### src/rtl/sat_arith_left_shift_seq.sv
// -----------------------------------------------------------------------------
// sat_arith_left_shift_seq
//
// Sequential signed multiply-by-2^s with saturation. Accepts a signed N-bit
// operand and an unsigned shift amount. It then shifts the operand left one bit
// per cycle. Before each step it checks whether the shift would flip the sign.
// If it would, the operation stops early and the result is clamped to the most
// positive or the most negative value, with out_ovf set.
//
// Ports:
//   clk        rising-edge clock
//   rst_n      synchronous active-low reset
//   in_valid   operand present
//   in_ready   block can accept an operand (IDLE and not in reset)
//   in_data    signed operand a, N bits, two's complement
//   in_shift   unsigned shift amount s, SW bits
//   out_valid  result present
//   out_ready  consumer accepts the result
//   out_data   saturate(a * 2**s), held stable while out_valid
//   out_ovf    1 if saturation occurred; qualified by out_valid
// -----------------------------------------------------------------------------
module sat_arith_left_shift_seq #(
  parameter int N  = 8,
  parameter int SW = 4
) (
  input  logic          clk,
  input  logic          rst_n,
  input  logic          in_valid,
  output logic          in_ready,
  input  logic [N-1:0]  in_data,
  input  logic [SW-1:0] in_shift,
  output logic          out_valid,
  input  logic          out_ready,
  output logic [N-1:0]  out_data,
  output logic          out_ovf
);

  typedef enum logic [1:0] {
    ST_IDLE  = 2'd0,
    ST_SHIFT = 2'd1,
    ST_DONE  = 2'd2
  } state_t;

  state_t        state_q, state_d;
  logic [N-1:0]  acc_q, acc_d;
  logic [SW-1:0] cnt_q, cnt_d;
  logic          sign_q, sign_d;
  logic [N-1:0]  out_data_q, out_data_d;
  logic          out_ovf_q, out_ovf_d;
  logic          out_valid_q, out_valid_d;
  logic          accept;

  // Clamp value selected by the sign of the original operand.
  function automatic logic [N-1:0] sat_value(input logic neg);
    logic [N-1:0] v;
    if (neg) begin
      v = {1'b1, {(N-1){1'b0}}};
    end else begin
      v = {1'b0, {(N-1){1'b1}}};
    end
    return v;
  endfunction

  // Readiness is forced low while reset is held, even before the first edge.
  assign in_ready  = rst_n && (state_q == ST_IDLE);
  assign accept    = in_valid && in_ready;
  assign out_valid = out_valid_q;
  assign out_data  = out_data_q;
  assign out_ovf   = out_ovf_q;

  // Next-state and datapath update for the IDLE/SHIFT/DONE sequence.
  always_comb begin
    state_d     = state_q;
    acc_d       = acc_q;
    cnt_d       = cnt_q;
    sign_d      = sign_q;
    out_data_d  = out_data_q;
    out_ovf_d   = out_ovf_q;
    out_valid_d = 1'b0;
    case (state_q)
      ST_IDLE: begin
        if (accept) begin
          acc_d     = in_data;
          cnt_d     = in_shift;
          sign_d    = in_data[N-1];
          out_ovf_d = 1'b0;
          state_d   = ST_SHIFT;
        end else begin
          state_d = ST_IDLE;
        end
      end
      ST_SHIFT: begin
        if (cnt_q == {SW{1'b0}}) begin
          out_data_d  = acc_q;
          out_valid_d = 1'b1;
          state_d     = ST_DONE;
        end else if (acc_q[N-1] != acc_q[N-2]) begin
          // The next shift would change the sign, so saturate now.
          out_ovf_d   = 1'b1;
          out_data_d  = sat_value(sign_q);
          out_valid_d = 1'b1;
          state_d     = ST_DONE;
        end else begin
          acc_d   = {acc_q[N-2:0], 1'b0};
          cnt_d   = cnt_q - {{(SW-1){1'b0}}, 1'b1};
          state_d = ST_SHIFT;
        end
      end
      ST_DONE: begin
        if (out_ready) begin
          state_d = ST_IDLE;
        end else begin
          out_valid_d = 1'b1;
          state_d     = ST_DONE;
        end
      end
      default: begin
        state_d = ST_IDLE;
      end
    endcase
  end

  // State and datapath registers with synchronous active-low reset.
  always_ff @(posedge clk) begin
    if (!rst_n) begin
      state_q     <= ST_IDLE;
      acc_q       <= {N{1'b0}};
      cnt_q       <= {SW{1'b0}};
      sign_q      <= 1'b0;
      out_data_q  <= {N{1'b0}};
      out_ovf_q   <= 1'b0;
      out_valid_q <= 1'b0;
    end else begin
      state_q     <= state_d;
      acc_q       <= acc_d;
      cnt_q       <= cnt_d;
      sign_q      <= sign_d;
      out_data_q  <= out_data_d;
      out_ovf_q   <= out_ovf_d;
      out_valid_q <= out_valid_d;
    end
  end

endmodule

### config.mk
export PLATFORM = sky130hd
export DESIGN_NAME = sat_arith_left_shift_seq
export DESIGN_NICKNAME = d
export VERILOG_FILES = /design/src/rtl/sat_arith_left_shift_seq.sv
export SDC_FILE = /design/constraint.sdc
export NUM_CORES = 1
export LEC_CHECK = 0
export BUFFER_PORTS_ARGS = -buffer_cell sky130_fd_sc_hd__buf_2
export CAP_MARGIN = 20
export CORE_MARGIN = 2
export CORE_UTILIZATION = 40
export CTS_CLUSTER_DIAMETER = 60
export DETAILED_ROUTE_END_ITERATION = 8
export GPL_TIMING_DRIVEN = 1
export PLACE_DENSITY = 0.61
export RECOVER_POWER = 100
export SYNTH_ARGS = -nofsm -noshare
export SYNTH_HDL_FRONTEND = slang
export SYNTH_SLANG_ARGS = --single-unit
### constraint.sdc
create_clock -name clk -period 1.7 [get_ports clk]
set_input_delay 0.34 -clock clk [delete_from_list [all_inputs] [get_ports clk]]
set_output_delay 0.34 -clock clk [all_outputs]
set_load 0.1 [all_outputs]
==> results of run 1 <==
## flip-flops by register name (all words and copies together) (netlist names)
register   cells
acc_q          8
cnt_q          4
out_data       8
out_ovf        1
out_valid      1
sign_q         1
state_q        2
## final timing paths
check | startpoint | endpoint | slack [ps] | cells after the start
worst max-delay path | state_q[1] | in_ready | 20 | 5
worst min-delay path | in_shift[2] | cnt_q[2] | 250 | 2
worst max register to register | state_q[0] | cnt_q[3] | 80 | 8
worst min register to register | out_data[6] | out_data[6] | 470 | 2
## metrics by stage
stage | hold slack, ps | util (%)
after floorplan | 461 | -
after global routing | 265 | 52.2
after detailed placement | 444 | 49.5
final | 252 | 52.2
after CTS | 243 | 51.4
after global placement | 440 | 49.5
## layer usage
| metal | routed length [um] | track usage, % |
|---|---|---|
| met4 | 16 | 4.76 |
| met5 | 0 | 0 |
| met3 | 105 | 1.95 |
| met1 | 1500 | 24.1 |
| met2 | 1440 | 30.6 |
## Yosys cell counts
cell type and count:
dfxtp_1 25, a21oi_1 20, a211oi_1 15, nor2_1 12
nand2_1 10, nor3_1 9, inv_1 8, mux2i_1 8
ha_1 5, buf_4 3, clkbuf_1 3, nand2b_1 3
buf_2 2, nand3_1 2, o21ai_0 2, o21ai_2 2
a311o_1 1, a311oi_1 1, a31oi_1 1, and2_1 1
inv_2 1, nand4_1 1, nor2_2 1, nor3b_1 1
nor3b_4 1, o21a_1 1, o21a_2 1, o21ai_1 1
o31ai_1 1, or3_1 1, or4_1 1, xor2_2 1
## cells by family after synthesis
kind of cell,count (synthesis),share of synthesized area [%]
buffers and inverters,17,6.22
flip-flops,25,40.2
AND/OR/NAND/NOR,43,17.3
XOR/XNOR,1,1.31
AO/OA/AOI/OAI,46,23.6
multiplexers,8,6.43
adder cells (fa/ha/maj),5,5.02
## worst reg2reg max path, stage by stage (launching register included)
cell,delay (ps)
dfxtp_2,360
buf_4,140
ha_1,210
buf_4,190
clkbuf_4,180
nand2_1,70
nor2_1,40
a211oi_1,230
a31oi_1,110
## where the power goes
| part | internal (uW) | switching (uW) | leakage, uW |
|---|---|---|---|
| logic | 292 | 566 | 0.000425 |
| clock network | 88.0 | 182 | 0.0000177 |
| registers | 664 | 62.8 | 0.000206 |
| total | 1040 | 810 | 0.000648 |
## final cells by class
type | instances | area [um^2]
tap | 33 | 41.3
clock buffer | 3 | 22.5
multi-input combinational | 103 | 686
timing repair buffer | 43 | 277
inverter | 9 | 33.8
clock inverter | 1 | 5.00
sequential | 25 | 503
fill | 293 | 1440
## repair_timing
action	in CTS	in global routing
endpoints found under the setup margin	1	8
gates resized for setup	6	3
pin swaps	1	0
setup buffers	3	1
==> out/results.txt, run 1 <==
final hold viol count = 0
DRC Markers = 0
initial antenna violation count = 0
post-route insts no fill = 217
Distinct cells, synth = 32
Worst Skew = 1.83 ps
slowest stage delay, CP = 370 ps
synthesis-to-finish area growth = 25.8%
first-pass GRT wire length = 5.02 mm
status = completed
post-route ant nets = 0
Warnings, synthesis = 0
Mapped Area = 1250 um^2
vias = 1201
CP required = 1360 ps
TNS Setup = 0 ps
HPWL after DPL = 2.19 mm
layout cells sized above 1 = 33.2%
most common cell after layout, fill and taps aside = dfxtp_1
critical path type = register to primary output
WP buf/inv = 3
area leader, netlist = dfxtp_1
CP Data Arrival Time = 1340 ps
IO Count = 27
cell area after placement = 1490 um^2
CP Launch Type = register
PortBufs = 26
Worst-path clk slew = 140 ps
syn_nets = 166
die area = 3580 um^2
Slew HR = 64.1%
placed cells = 209
CTS tree = yes
slowest stage cell on the critical path = dfxtp_2
most frequent cells in the layout = dfxtp_1, a21oi_1, a211oi_1, buf_2, buf_4
post-route cell area = 1570 um^2
Worst Tran Pin Value = 540 ps
Die Height = 59.8 um
Yosys reg bits = 25
Clock Tree Root = clkbuf_4
initial drt markers = 38
crit-path cells = inv_2 > ha_4 > buf_4 > and2_4 > buf_12
CP Capture Type = primary output
Hold Path Class = primary input to register
post-place setup slack = 91.9 ps
initial core utilization = 41.5%
row count = 20
Diodes inserted = 0
Final nets = 206
Max clock buf depth = 2
total power = 1850 uW
max-slew violation count = 0
Synth Area per Inst = 8.59 um^2
number of vias per cell = 5.53
Leak = 0.000648 uW
H-tree levels = 1
post-synthesis sequential area ratio = 40.2%
routability cong. = 0.889
router iterations before antenna repair = 5
total CTS buffers = 3
synthesized instance count = 145
Num Clock Sinks = 25
DRT Wirelength = 3.07 mm
Core ar. = 3000 um^2
CP max FO = 4
Worst-Skew Late Latency = 320 ps
synth top area cells = dfxtp_1, a211oi_1, a21oi_1
CP delay by family, top = flip-flops
total congestion overflow = 0
largest net degree at the start of global routing = 22
Routed WL per cell = 14.1 um
number of max-cap violations = 0
Max VDD drop = 0.385 mV
crit share post-route = 98.7%
All-Layer GR Usage = 18.0%
Peak Freq = 596 MHz
fin worst setup slack = 22.9 ps
number of global-route vias before repair = 1145
power density cells = 1180 nW/um^2
hold_buf cts = 0
# setup viols final = 0
top-area cell type share of the netlist area = 40.2%
Die W = 59.8 um
Tmin final = 1680 ps
(Power assumes the default switching activity.)
==> run 2, diff against run 1 <==
Clock period 1.7 ns to 1.8 ns, I/O delays scaled along.
==> run 2 against run 1 <==
Effect of this change:
- wire length decreased by 7.3%
- final cell count down 2.8%
- via count shrank 1.9%
- register-to-register slack gained 30 ps
- non-clock buffer count is 6 lower
- total power fell by 7.9%
- sequential power shrank 6.1%
- flip-flop and latch count did not move
- critical path depth unchanged
- sequential share of layout area grew 1.2 points
- worst setup slack gained 35 ps
==> out/results.txt, run 2 (synthesis gave the netlist of run 1 again) <==
status = completed
Die W = 59.8 um
Slew HR = 64.2%
CP delay by family, top = flip-flops
crit share post-route = 96.8%
DRC Markers = 0
RSZ-0062 raised after global routing = no
Final nets = 200
Core ar. = 3000 um^2
max-slew violation count = 0
most frequent cells in the layout = dfxtp_1, a21oi_1, a211oi_1, buf_2, nor2_1
post-route ant nets = 0
Hold Path Class = primary input to register
multi-input logic area = 682 um^2
row count = 20
Hold WS = 261 ps
Worst-path clk slew = 140 ps
HPWL after DPL = 2.09 mm
depth of the worst hold-timing path = 2
TNS Setup = 0 ps
Die Height = 59.8 um
CP Depth = 5
die area = 3580 um^2
first-pass GRT wire length = 4.66 mm
initial drt markers = 42
CP Capture Type = primary output
Max VDD drop = 0.443 mV
CP required = 1440 ps
cell area after placement = 1460 um^2
IO Count = 27
Worst Skew = 7.80 ps
Max clock buf depth = 2
number of vias per cell = 5.58
fin worst setup slack = 58.2 ps
total congestion overflow = 0
crit-path cells = inv_2 > ha_4 > clkbuf_2 > and2_2 > buf_12
Reg area = 503 um^2
DRT Wirelength = 2.84 mm
total power = 1710 uW
CP max FO = 4
Worst-Skew Late Latency = 330 ps
CTS tree = yes
All-Layer GR Usage = 17.2%
total CTS buffers = 3
synthesis-to-finish area growth = 21.3%
router iterations before antenna repair = 4
Peak Freq = 574 MHz
Num Clock Sinks = 25
Tmin final = 1740 ps
critical path type = register to primary output
FILL cells = 285
most common cell after layout, fill and taps aside = dfxtp_1
Diodes inserted = 0
CP Launch Type = register
layout cells sized above 1 = 29.2%
CP Data Arrival Time = 1380 ps
H-tree levels = 1
Routed WL per cell = 13.5 um
reg2reg setup slack = 110 ps
Leak = 0.000606 uW
number of max-cap violations = 0
power density cells = 1130 nW/um^2
initial core utilization = 41.5%
routability cong. = 0.793
PortBufs = 26
post-route cell area = 1510 um^2
Reg2Reg Depth = 6
slowest stage delay, CP = 370 ps
number of global-route vias before repair = 1032
vias = 1178
largest net degree at the start of global routing = 22
Worst Tran Pin Value = 539 ps
post-place setup slack = 184 ps
Clock Tree Root = clkbuf_4
initial antenna violation count = 0
final hold viol count = 0
WP buf/inv = 3
# setup viols final = 0
slowest stage cell on the critical path = dfxtp_2
-- run 2: worst paths after layout --
check | from | endpoint
setup / recovery | state_q[0] | in_ready
hold reg to reg | out_data[6] | out_data[6]
setup reg to reg | state_q[0] | cnt_q[2]
hold / removal | in_shift[2] | cnt_q[2]
-- run 2: routing by layer --
metal / vias up / GRT usage, % / part of all wire [%]
met1: 545 / 22.6 / 46
met3: 5 / 3.03 / 6.3
li1: 590 / - / -
met4: 0 / 6.67 / 1.5
met5: - / 0 / 0
met2: 38 / 27.6 / 46
-- run 2: area by class of cell --
cell class              count  area share [%]
clock inverters             1           0.497
well taps                  33            2.73
inverters                   9            2.24
clock buffers               3            1.49
multi-input cells         103            45.1
flip-flops and latches     25            33.3
repair buffers             37            14.7
-- run 2: power breakdown --
part           internal, uW  switching (uW)  total, uW
registers               627            55.8        683
logic                   241             517        759
clock network          85.0             181        266
total                   953             754       1710
-- run 2: timing repair --
| item | 4_1_cts | 5_1_grt |
|---|---|---|
| setup buffers | 2 | 0 |
| hold buffers | 0 | 0 |
| gates resized for setup | 3 | 3 |
| pin swaps | 1 | 0 |
| endpoints found under the hold margin | 0 | 0 |
| endpoints found under the setup margin | 1 | 1 |
-- run 2: through the flow --
step / std cells / util [%]
after floorplan: 145 / -
after global placement: 205 / 48.5
after detailed placement: 205 / 48.5
after CTS: 211 / 50.2
after global routing: 211 / 50.3
final: 211 / 50.3
==> run 3, diff against run 2 <==
Settings changed: CORE_ASPECT_RATIO set to 1.1, PLACE_DENSITY 0.61 to not set, PLACE_DENSITY_LB_ADDON set to 0.3.
==> run 3 against run 2 <==
Effect of this change:
- register-to-register slack better by 20 ps
- die area about the same
- via count down 3.7%
- combinational power down 0.9%
- flip-flop and latch count unchanged
- critical endpoint unchanged
- largest cell class unchanged
==> out/results.txt, run 3 (synthesis gave the netlist of run 1 again) <==
Worst Tran Pin Value = 543 ps
total CTS buffers = 3
max-slew violation count = 0
Hold Path Class = primary input to register
CP Capture Type = primary output
routability cong. = 0.868
RSZ-0062 raised after global routing = no
initial antenna violation count = 0
Clock Tree Root = clkbuf_4
# setup viols final = 0
synthesis-to-finish area growth = 21.0%
Routed WL per cell = 13.2 um
status = completed
Tmin final = 1750 ps
depth of the worst hold-timing path = 3
Met3 Wirelength = 114 um
CTS tree = yes
HPWL after DPL = 2.10 mm
die area = 3580 um^2
DRT Wirelength = 2.82 mm
Reg2Reg Depth = 6
Die W = 57.2 um
power density cells = 1130 nW/um^2
number of vias per cell = 5.32
Final nets = 201
layout cells sized above 1 = 28.5%
TNS Setup = 0 ps
H-tree levels = 1
CP Data Arrival Time = 1390 ps
CP required = 1440 ps
Worst-path clk slew = 140 ps
DRC Markers = 0
CP max FO = 4
slowest stage cell on the critical path = dfxtp_2
Die Height = 62.5 um
PortBufs = 26
row count = 21
crit share post-route = 97.3%
final hold viol count = 0
Hold WS = 257 ps
Hold Path Sink = acc_q[0]
critical path type = register to primary output
post-route ant nets = 0
most common cell after layout, fill and taps aside = dfxtp_1
WL met1 = 1.27 mm
Worst-Skew Late Latency = 330 ps
crit-path cells = inv_1 > ha_2 > buf_4 > and2_4 > buf_8
Core ar. = 3020 um^2
first-pass GRT wire length = 4.82 mm
Top Layer Used = met4
post-place setup slack = 148 ps
vias = 1134
Peak Freq = 571 MHz
initial drt markers = 27
met2 WL = 1.38 mm
total congestion overflow = 0
Diodes inserted = 0
largest net degree at the start of global routing = 22
Worst Skew = 2.56 ps
reg2reg setup slack = 130 ps
FF-to-FF Start = state_q[0]
Slew HR = 63.9%
slowest stage delay, CP = 350 ps
Max VDD drop = 0.482 mV
number of max-cap violations = 0
IO Count = 27
fin worst setup slack = 48.5 ps
All-Layer GR Usage = 16.8%
number of global-route vias before repair = 1087
router iterations before antenna repair = 4
most frequent cells in the layout = dfxtp_1, a21oi_1, a211oi_1, buf_2, nor2_1
Num Clock Sinks = 25
CP Launch Type = register
initial core utilization = 41.2%
hold path startpoint = in_data[0]
Max clock buf depth = 2
Leak = 0.000610 uW
reg2reg end = cnt_q[2]
==> run 3: cell count changes in the layout (fill, tap and decap cells not counted) <==
cell      previous run  this run
buf_4                9        11
and2_2               1         0
and2_4               0         1
buf_12               1         0
buf_8                0         1
clkbuf_2            11        10
dfxtp_1             23        24
dfxtp_2              2         1
ha_2                 0         1
ha_4                 1         0
inv_1                7         8
inv_2                2         1
==> run 3: area by class of cell <==
cell class	instances	area, um^2
Clock inverter	1	7.51
Multi-Input combinational cell	103	673
Inverter	9	33.8
Tap cell	34	42.5
Fill cell	286	1510
Sequential cell	25	502
Timing Repair Buffer	38	226
Clock buffer	3	22.5
==> run 3: metrics by stage <==
stage	power, uW	utilization, %	cells	cell area, um^2
floorplan	1260	-	145	1250
global placement	1420	48.3	206	1460
detailed placement	1430	48.3	206	1460
CTS	1720	50.2	213	1520
global route	1800	49.9	213	1510
finish	1700	49.9	213	1510
==> run 3: how the worst max path moves through the flow <==
stage,start,end,slack (ps)
6_report,state_q[1],in_ready,50
3_3_place_gp,cnt_q[0],cnt_q[0],230
2_1_floorplan,state_q[0],in_ready,210
3_5_place_dp,cnt_q[0],cnt_q[0],150
4_1_cts,state_q[1],in_ready,20
5_1_grt,state_q[0],in_ready,10
==> run 3: what timing repair did <==
item | CTS | global route
hold buffers | 0 | 0
setup buffers | 3 | 0
pin swaps | 1 | 0
gates resized for setup | 3 | 1
cloned | 0 | 0
setup endpoints to repair | 1 | 1
==> run 3: routing by layer <==
layer,up-vias,track usage (%)
li1,583,-
met1,520,21.7
met2,26,27.9
met3,5,2.07
met4,0,7.27
met5,-,0
==> run 3: critical path: cells and delay by family, from the launching register on <==
kind                     cells  cell delay, ps
buffers and inverters        3             390
flip-flops                   1             350
adder cells (fa/ha/maj)      1             180
AND/OR/NAND/NOR              1             140
==> run 3: report_power, final <==
group,internal [uW],switching [uW]
clock,85.2,180
sequential,626,54.5
combinational,236,516
total,947,751
